[config.mk]
export PLATFORM = sky130hd
export DESIGN_NAME = digit_scan
export DESIGN_NICKNAME = d
export VERILOG_FILES = /design/src/rtl/sevenseg_pkg.sv /design/src/rtl/scan_timer.sv /design/src/rtl/digit_scan.sv
export SDC_FILE = /design/constraint.sdc
export NUM_CORES = 1
export LEC_CHECK = 0
export CORE_ASPECT_RATIO = 0.6
export CORE_UTILIZATION = 51
export DETAILED_ROUTE_END_ITERATION = 16
export HOLD_SLACK_MARGIN = 0.15
export PLACE_DENSITY_LB_ADDON = 0.15
export SLEW_MARGIN = 15
export SYNTH_ARGS = -nofsm -noshare
export SYNTH_HDL_FRONTEND = slang
export SYNTH_SLANG_ARGS = --single-unit
[constraint.sdc]
create_clock -name clk -period 2.4 [get_ports clk]
set_input_delay 0.6 -clock clk [delete_from_list [all_inputs] [get_ports clk]]
set_output_delay 0.6 -clock clk [all_outputs]
set_load 0.01 [all_outputs]
[src/rtl/sevenseg_pkg.sv]
// Shared types for the 7-segment display path.
// Digit codes and scanner phase states.
package sevenseg_pkg;
    localparam int DIGIT_W = 4;
    typedef logic [DIGIT_W-1:0] digit_t;
    typedef enum logic {GAP, SHOW} scan_state_e;
endpackage

[src/rtl/scan_timer.sv]
// Phase counter for the digit scanner: alternates dark GAP and lit SHOW.
// Emits one-cycle pulses on the last cycle of each phase.
module scan_timer #(
    parameter int DIV = 50000,
    parameter int GAP = 2
) (
    input  logic clk,
    input  logic n_reset,
    output logic show_start,
    output logic show_end
);
    import sevenseg_pkg::*;

    localparam int MAXC = (DIV > GAP) ? DIV : GAP;
    localparam int CW = (MAXC > 1) ? $clog2(MAXC) : 1;
    localparam logic [CW-1:0] GAP_T = CW'(GAP - 1);
    localparam logic [CW-1:0] DIV_T = CW'(DIV - 1);

    scan_state_e state;
    logic [CW-1:0] cnt;

    assign show_start = (state == sevenseg_pkg::GAP) && (cnt == GAP_T);
    assign show_end = (state == sevenseg_pkg::SHOW) && (cnt == DIV_T);

    always_ff @(posedge clk or negedge n_reset) begin
        if (!n_reset) begin
            state <= sevenseg_pkg::GAP;
            cnt <= '0;
        end else if (show_start) begin
            state <= sevenseg_pkg::SHOW;
            cnt <= '0;
        end else if (show_end) begin
            state <= sevenseg_pkg::GAP;
            cnt <= '0;
        end else begin
            cnt <= cnt + 1'b1;
        end
    end
endmodule

[src/rtl/digit_scan.sv]
// Time-multiplexed digit scanner; new values commit only at frame wrap.
// Define DIGIT_SCAN_LZB_EN for leading-zero blanking.
module digit_scan #(
    parameter int NDIGITS = 4,
    parameter int DIV = 50000,
    parameter int GAP = 2
) (
    input  logic                 clk,
    input  logic                 n_reset,
    input  logic [4*NDIGITS-1:0] value_i,
    input  logic                 load_valid,
    output logic                 load_ready,
    output logic [3:0]           address,
    output logic [NDIGITS-1:0]   digit_en
);
    import sevenseg_pkg::*;

    localparam int IW = (NDIGITS > 1) ? $clog2(NDIGITS) : 1;
    localparam int VW = DIGIT_W * NDIGITS;
    localparam logic [IW-1:0] LAST = IW'(NDIGITS - 1);

    logic [VW-1:0] disp;
    logic [VW-1:0] pend;
    logic          pend_full;
    logic [IW-1:0] idx;
    logic [IW-1:0] idx_nxt;
    logic          show_start;
    logic          show_end;
    logic          wrap;
    logic          load_fire;
    logic          lit;

    function automatic digit_t digit_of(input logic [VW-1:0] v,
                                        input logic [IW-1:0] k);
        return v[DIGIT_W*k +: DIGIT_W];
    endfunction

    scan_timer #(
        .DIV(DIV),
        .GAP(GAP)
    ) u_timer (
        .clk       (clk),
        .n_reset   (n_reset),
        .show_start(show_start),
        .show_end  (show_end)
    );

    assign load_ready = !pend_full;
    assign load_fire = load_valid && load_ready;
    assign wrap = show_end && (idx == LAST);
    assign idx_nxt = wrap ? '0 : idx + 1'b1;

`ifdef DIGIT_SCAN_LZB_EN
    // Dark if this and every more significant digit is zero.
    always_comb begin
        lit = 1'b0;
        for (int i = 0; i < NDIGITS; i++) begin
            if (IW'(i) >= idx && disp[DIGIT_W*i +: DIGIT_W] != '0)
                lit = 1'b1;
        end
        if (idx == '0)
            lit = 1'b1;
    end
`else
    assign lit = 1'b1;
`endif

    always_ff @(posedge clk or negedge n_reset) begin
        if (!n_reset) begin
            disp <= '0;
            pend <= '0;
            pend_full <= 1'b0;
            idx <= '0;
            address <= '0;
            digit_en <= '0;
        end else begin
            if (load_fire) begin
                pend <= value_i;
                pend_full <= 1'b1;
            end
            if (show_start)
                digit_en <= lit ? (NDIGITS'(1) << idx) : '0;
            if (show_end) begin
                digit_en <= '0;
                idx <= idx_nxt;
                // Commit and load never coincide: ready is low while full.
                if (wrap && pend_full) begin
                    disp <= pend;
                    pend_full <= 1'b0;
                    address <= pend[DIGIT_W-1:0];
                end else begin
                    address <= digit_of(disp, idx_nxt);
                end
            end
        end
    end
endmodule

# Yosys cells after proc, flatten, opt, wreduce, memory -nomap -nowiden
# Index checks and enable logic that the tools add are counted.
# Widths: inputs -> output; s select.
[totals]
reg_bits = 60
inputBits = 19
output_inout_bits = 9
word_cells = 35
[op_classes]
add_sub_neg = 2
eq_ne = 3
shift = 2
muxes = 11
n_bitwise = 1
n_reduce_logical = 8
[op_table]
columns = ["operator", "count"]
rows = [
  ["$mux 16", 2],
  ["$add 16x1->16 const B", 1],
  ["$eq 16x1->1 const B", 1],
  ["$eq 16x16->1 const B", 1],
  ["$shiftx 16x5->4", 1],
  ["$mux 4", 3],
  ["$logic_and 1x1->1", 5],
  ["$mux 1", 5],
  ["$shl 1x2->4 const A", 1],
  ["$add 2x1->2 const B", 1],
  ["$eq 2x2->1 const B", 1],
  ["$mux 2", 1],
  ["$reduce_and 2->1", 1],
  ["$reduce_bool 2->1", 1],
  ["$logic_not 1->1", 1],
  ["$not 1->1", 1],
]

# Depth between registers and ports, before layout
[depth]
word_depth = 6
depth_mapped = 8
ltp_nobuf = 6

# Modules after synthesis
# From an unflattened synthesis, not the netlist that was laid out.
[hier_totals]
cells_unflattened = 208
area_unflattened_um2 = 2693.8
[modules_own_cells]
columns = ["mod", "n_inst", "cells_per_inst", "area_per_inst_um2", "seq_area_each_um2"]
rows = [
  ["digit_scan", 1, 120, 1800.5, 1076.0],
  ["scan_timer", 1, 88, 893.4, 425.4],
]

# Worst setup path after synthesis
# Ideal clock, no wire load.
[synth_path]
path_type = "register -> register"
start = "register u_timer.cnt[11]"
end = "register disp[10]"
setup_ps = 125
t_arrival_ps = 2310
setup_slack_ps = -34
path_stages_with_launch = 7
path_buffers = 2
path_cell_list = "dfrtp_1 or4_4 or4_4 buf_6 nor3_4 buf_6 mux2_2"
[synth_via]
elab_chain_cells = 5
[synth_rtl]
columns = ["element", "line", "source"]
rows = [
  ["from (decl)", "scan_timer.sv:20", "logic [CW-1:0] cnt;"],
  ["from (signal assigned)", "scan_timer.sv:36", "cnt <= cnt + 1'b1;"],
  ["$eq 16x16->1 *", "scan_timer.sv:23", "assign show_end = (state == sevenseg_pkg::SHOW) && (cnt == DIV_T);"],
  ["$logic_and 1x1->1 *", "scan_timer.sv:23", ""],
  ["$logic_and 1x1->1", "digit_scan.sv:50", "assign wrap = show_end && (idx == LAST);"],
  ["$logic_and 1x1->1", "digit_scan.sv:87", "if (wrap && pend_full) begin"],
  ["$reduce_and 2->1 (no line) *", "-", ""],
  ["to (signal assigned)", "digit_scan.sv:88", "disp <= pend;"],
  ["to (decl)", "digit_scan.sv:22", "logic [VW-1:0] disp;"],
]
# Mark *: on every way between the ends. The rest lies on a longest branch, timed or not.
# A chain may end at the register's enable or synchronous reset.

# Worst setup path after layout
[layout_path]
start = "register u_timer.cnt[10]"
end = "register disp[2]"
# Same word-level chain as after synthesis.

==> flow_summary.json <==
{
  "status": "finished, final reports clean",
  "cp_cell_sequence": "or4_4 -> or4_4 -> nor3_4 -> buf_12 -> mux2_2",
  "cts.clk_slew.worst_paths_ns": 0.06,
  "power_mw": 1.920,
  "fin_worst_skew_ns": 0.005727,
  "arrival_ns": 2.51,
  "area.sequential_mm2": 0.001501,
  "ys_seq_elements": 60,
  "clockRootBuffer": "clkbuf_8",
  "drcViolationCount": 0,
  "cp_top_family": "simple AND/OR/NAND/NOR gates",
  "end_kind": "flip-flop",
  "crit_buf_inv": 1,
  "pin_count": 28,
  "cp.required_ns": 2.62,
  "fmax_mhz": 435.6,
  "nFillCells": 417,
  "switching_power_mw": 0.4050,
  "startpoint": "u_timer.cnt[10]$_DFF_PN0_",
  "syn_avg_cell_area_um2": 11.99,
  "netSwitchingFraction_pct": 21.09,
  "grt_pass1_vias": 1873,
  "crit_path_top_delay_cell": "or4_4",
  "vias_per_cell": 5.512,
  "dieArea_mm2": 0.005692,
  "netlist_area_mm2": 0.002746,
  "synth_top_area_share_pct": 54.67,
  "utilization_pct": 64.71,
  "fin_nets": 295,
  "syn-instance-count": 229,
  "hpwl_um": 3977,
  "drive_gt1_share_pct": 24.45,
  "start_util_pct": 53.54,
  "final_area_mm2": 0.003319,
  "rrSetupSlack_ns": 0.10,
  "seq_area_frac_synth_pct": 54.67,
  "synthMuxAreaShare_pct": 15.85,
  "hold_slack_ns": 0.2015,
  "drtAntennaViolNets": 0,
  "r2r.worst_path.cells": 5,
  "instances_no_fill": 340,
  "grt_max_degree": 23,
  "gr-total-overflow": 0,
  "grt_usage_pct": 21.77,
  "synthAdderAreaFrac_pct": 2.733,
  "grt_pass1_wl_um": 9273,
  "start_kind": "flip-flop",
  "die_w_um": 96.74,
  "cpPeakStageDelay_ns": 0.56,
  "n_antenna_cell": 0,
  "drtPass1Iterations": 4,
  "synth_xor_area_share_pct": 3.827,
  "yosys.area_share.simple_pct": 12.76,
  "synth_top_family_by_area": "multiplexers",
  "slew_viol_final": 0,
  "place.gp.congestion": 0.8007,
  "synthTopCellsByArea": "dfrtp_1 (55%), mux2_2 (15%), ha_1 (2.7%)",
  "h-tree-depth": 3,
  "path_class": "flip-flop to flip-flop",
  "multi_input_area_mm2": 0.001165,
  "hold_class": "primary input to async pin",
  "placementRows": 20,
  "synth_nets": 254,
  "power_density_mw_per_mm2": 578.5,
  "synth_compound_area_share_pct": 7.244,
  "seqPwrFrac_pct": 55.4,
  "ys_types": 38,
  "area_delta_synth_final_pct": 20.87,
  "tightest_slew_ns": 0.4587,
  "p_int_mw": 1.515,
  "drt_iter0_drc": 135,
  "antenna_found_initial": 0,
  "critPathMaxFanout": 17,
  "setup_violations": 0,
  "yosys.area.top_type": "dfrtp_1",
  "die_h_um": 58.84,
  "cts_sinks": 60,
  "place_area_mm2": 0.003143,
  "tritoncts": "built",
  "fin_crit_ns": 2.296,
  "r2r-end": "disp[2]$_DFFE_PN0P_",
  "port_buffers": 27,
  "critical_path_depth": 5,
  "path_common_cell": "or4_4",
  "detail_route.wl_per_cell_um": 15.64,
  "cap_violations": 0,
  "yosys_warnings": 0,
  "ir_drop_v": 0.0002698,
  "hold_viol_final": 0,
  "rsz0062_at_grt": "false",
  "wirelength_um": 5318,
  "p_leak_nw": 1.506,
  "vias": 1874,
  "slew_headroom_pct": 69.18,
  "combPwrFrac_pct": 4.2,
  "cts_buffers": 9,
  "fin_crit_sh_pct": 95.65,
  "placed_cells": 324,
  "core_area_mm2": 0.005130,
  "reg2reg_from": "u_timer.cnt[10]$_DFF_PN0_",
  "clock_latency_ns": 0.34,
  "cts_hold_buf": 0,
  "clkPwrFrac_pct": 40.4,
  "clockBufferDepth": 2
}
-- power groups by stage --
stage | clock network [mW] | logic (mW) | registers (mW)
3_3_place_gp | 0 | 0.0802 | 1.08
3_5_place_dp | 0 | 0.0829 | 1.08
5_1_grt | 0.851 | 0.0913 | 1.07
4_1_cts | 0.806 | 0.0834 | 1.06
2_1_floorplan | 0 | 0.0290 | 1.07
6_report | 0.776 | 0.0803 | 1.06
-- cells in the final DEF, fill, tap and decap left out, types with 2 or more instances in the layout --
cell type,netlist,final
dfrtp_1,60,60
a31oi_1,2,2
and4_1,2,2
inv_1,7,7
o31ai_1,2,2
nor3_1,3,3
nor2_1,15,15
clkbuf_8,0,11
or4_1,2,2
o211ai_1,2,2
nand2_1,9,9
clkbuf_1,6,2
ha_1,6,6
clkdlybuf4s50_1,0,26
a211oi_1,2,2
xor2_1,7,7
mux2_2,36,36
nand4_1,4,4
and3_1,3,3
o21ai_0,8,8
nand3_1,14,14
or3_1,3,3
buf_4,0,12
clkinv_2,0,2
a21oi_1,10,10
xnor2_1,5,5
or4_4,2,2
mux2i_1,3,3
nor2b_1,2,2
-- layer usage --
metal / track usage, % / share of wire [%] / vias up / wire length [um]
met4: 8.316 / 1.0 / 0 / 55
li1: - / - / 910 / -
met5: 0 / 0 / - / 0
met1: 31.92 / 52 / 908 / 2772
met2: 30.08 / 41 / 50 / 2189
met3: 6.888 / 5.6 / 6 / 300
-- worst max-delay path by stage --
stage / slack [ns] / to
detailed placement: 0.07 / disp[14]$_DFFE_PN0P_
global placement: 0.13 / disp[6]$_DFFE_PN0P_
CTS: 0.06 / disp[2]$_DFFE_PN0P_
global route: 0.03 / disp[2]$_DFFE_PN0P_
finish: 0.10 / disp[2]$_DFFE_PN0P_
floorplan: -0.01 / disp[10]$_DFFE_PN0P_
-- cell usage after synthesis --
cell      number
mux2_2        36
or4_4          2
and4_1         2
inv_1          7
a32o_1         1
and3_1         3
nand4_1        4
buf_6          2
a211oi_1       2
a211o_1        1
nor2_1        15
nor4_1         1
or3_1          3
mux2i_1        3
o31ai_1        2
xor2_1         7
a21boi_0       1
a31oi_1        2
o22ai_1        1
buf_2          1
nor4_2         1
a41oi_1        1
xnor2_1        5
or4_1          2
nand2_1        9
o21ai_0        8
a221o_1        1
nor4bb_1       1
clkbuf_1       6
nand3_1       14
o211ai_1       2
ha_1           6
a21oi_1       10
nor3_1         3
buf_1          1
dfrtp_1       60
nor3_4         1
nor2b_1        2
-- registers in the layout, indices dropped and copies added, names as in the netlist --
signal,cells
u_timer.cnt,16
idx,2
disp,16
pend_full,1
address,4
u_timer.state,1
pend,16
digit_en,4
-- area by class of cell --
class / count / share of cell area (%)
clock buffer: 13 / 4.787
clock inverter: 2 / 0.3015
inverter: 7 / 0.7916
multi-input combinational: 152 / 35.09
sequential: 60 / 45.23
tap: 66 / 2.488
timing repair buffer: 40 / 11.31
-- through the flow --
stage	setup slack, ns	TNS (ns)
after floorplan	-0.01080	-0.09721
final	0.1043	0
after global placement	0.1277	0
after CTS	0.05969	0
after global routing	0.03027	0
after detailed placement	0.07118	0
-- what timing repair did --
item,in CTS,in global routing
gates resized for setup,0,0
endpoints found under the setup margin,0,14
setup buffers,0,1
-- worst reg2reg max path: cells and delay by family, from the launching register on --
kind	cells	cell delay [ns]
AND/OR/NAND/NOR	3	1.25
flip-flops	1	0.40
multiplexers	1	0.35
buffers and inverters	1	0.18
-- logic make-up after synthesis --
logic type	after synthesis
AND/OR/NAND/NOR	63
flip-flops	60
adder cells (fa/ha/maj)	6
AO/OA/AOI/OAI	32
buffers and inverters	17
XOR/XNOR	12
multiplexers	39
Power figures use the tool's default switching activity.
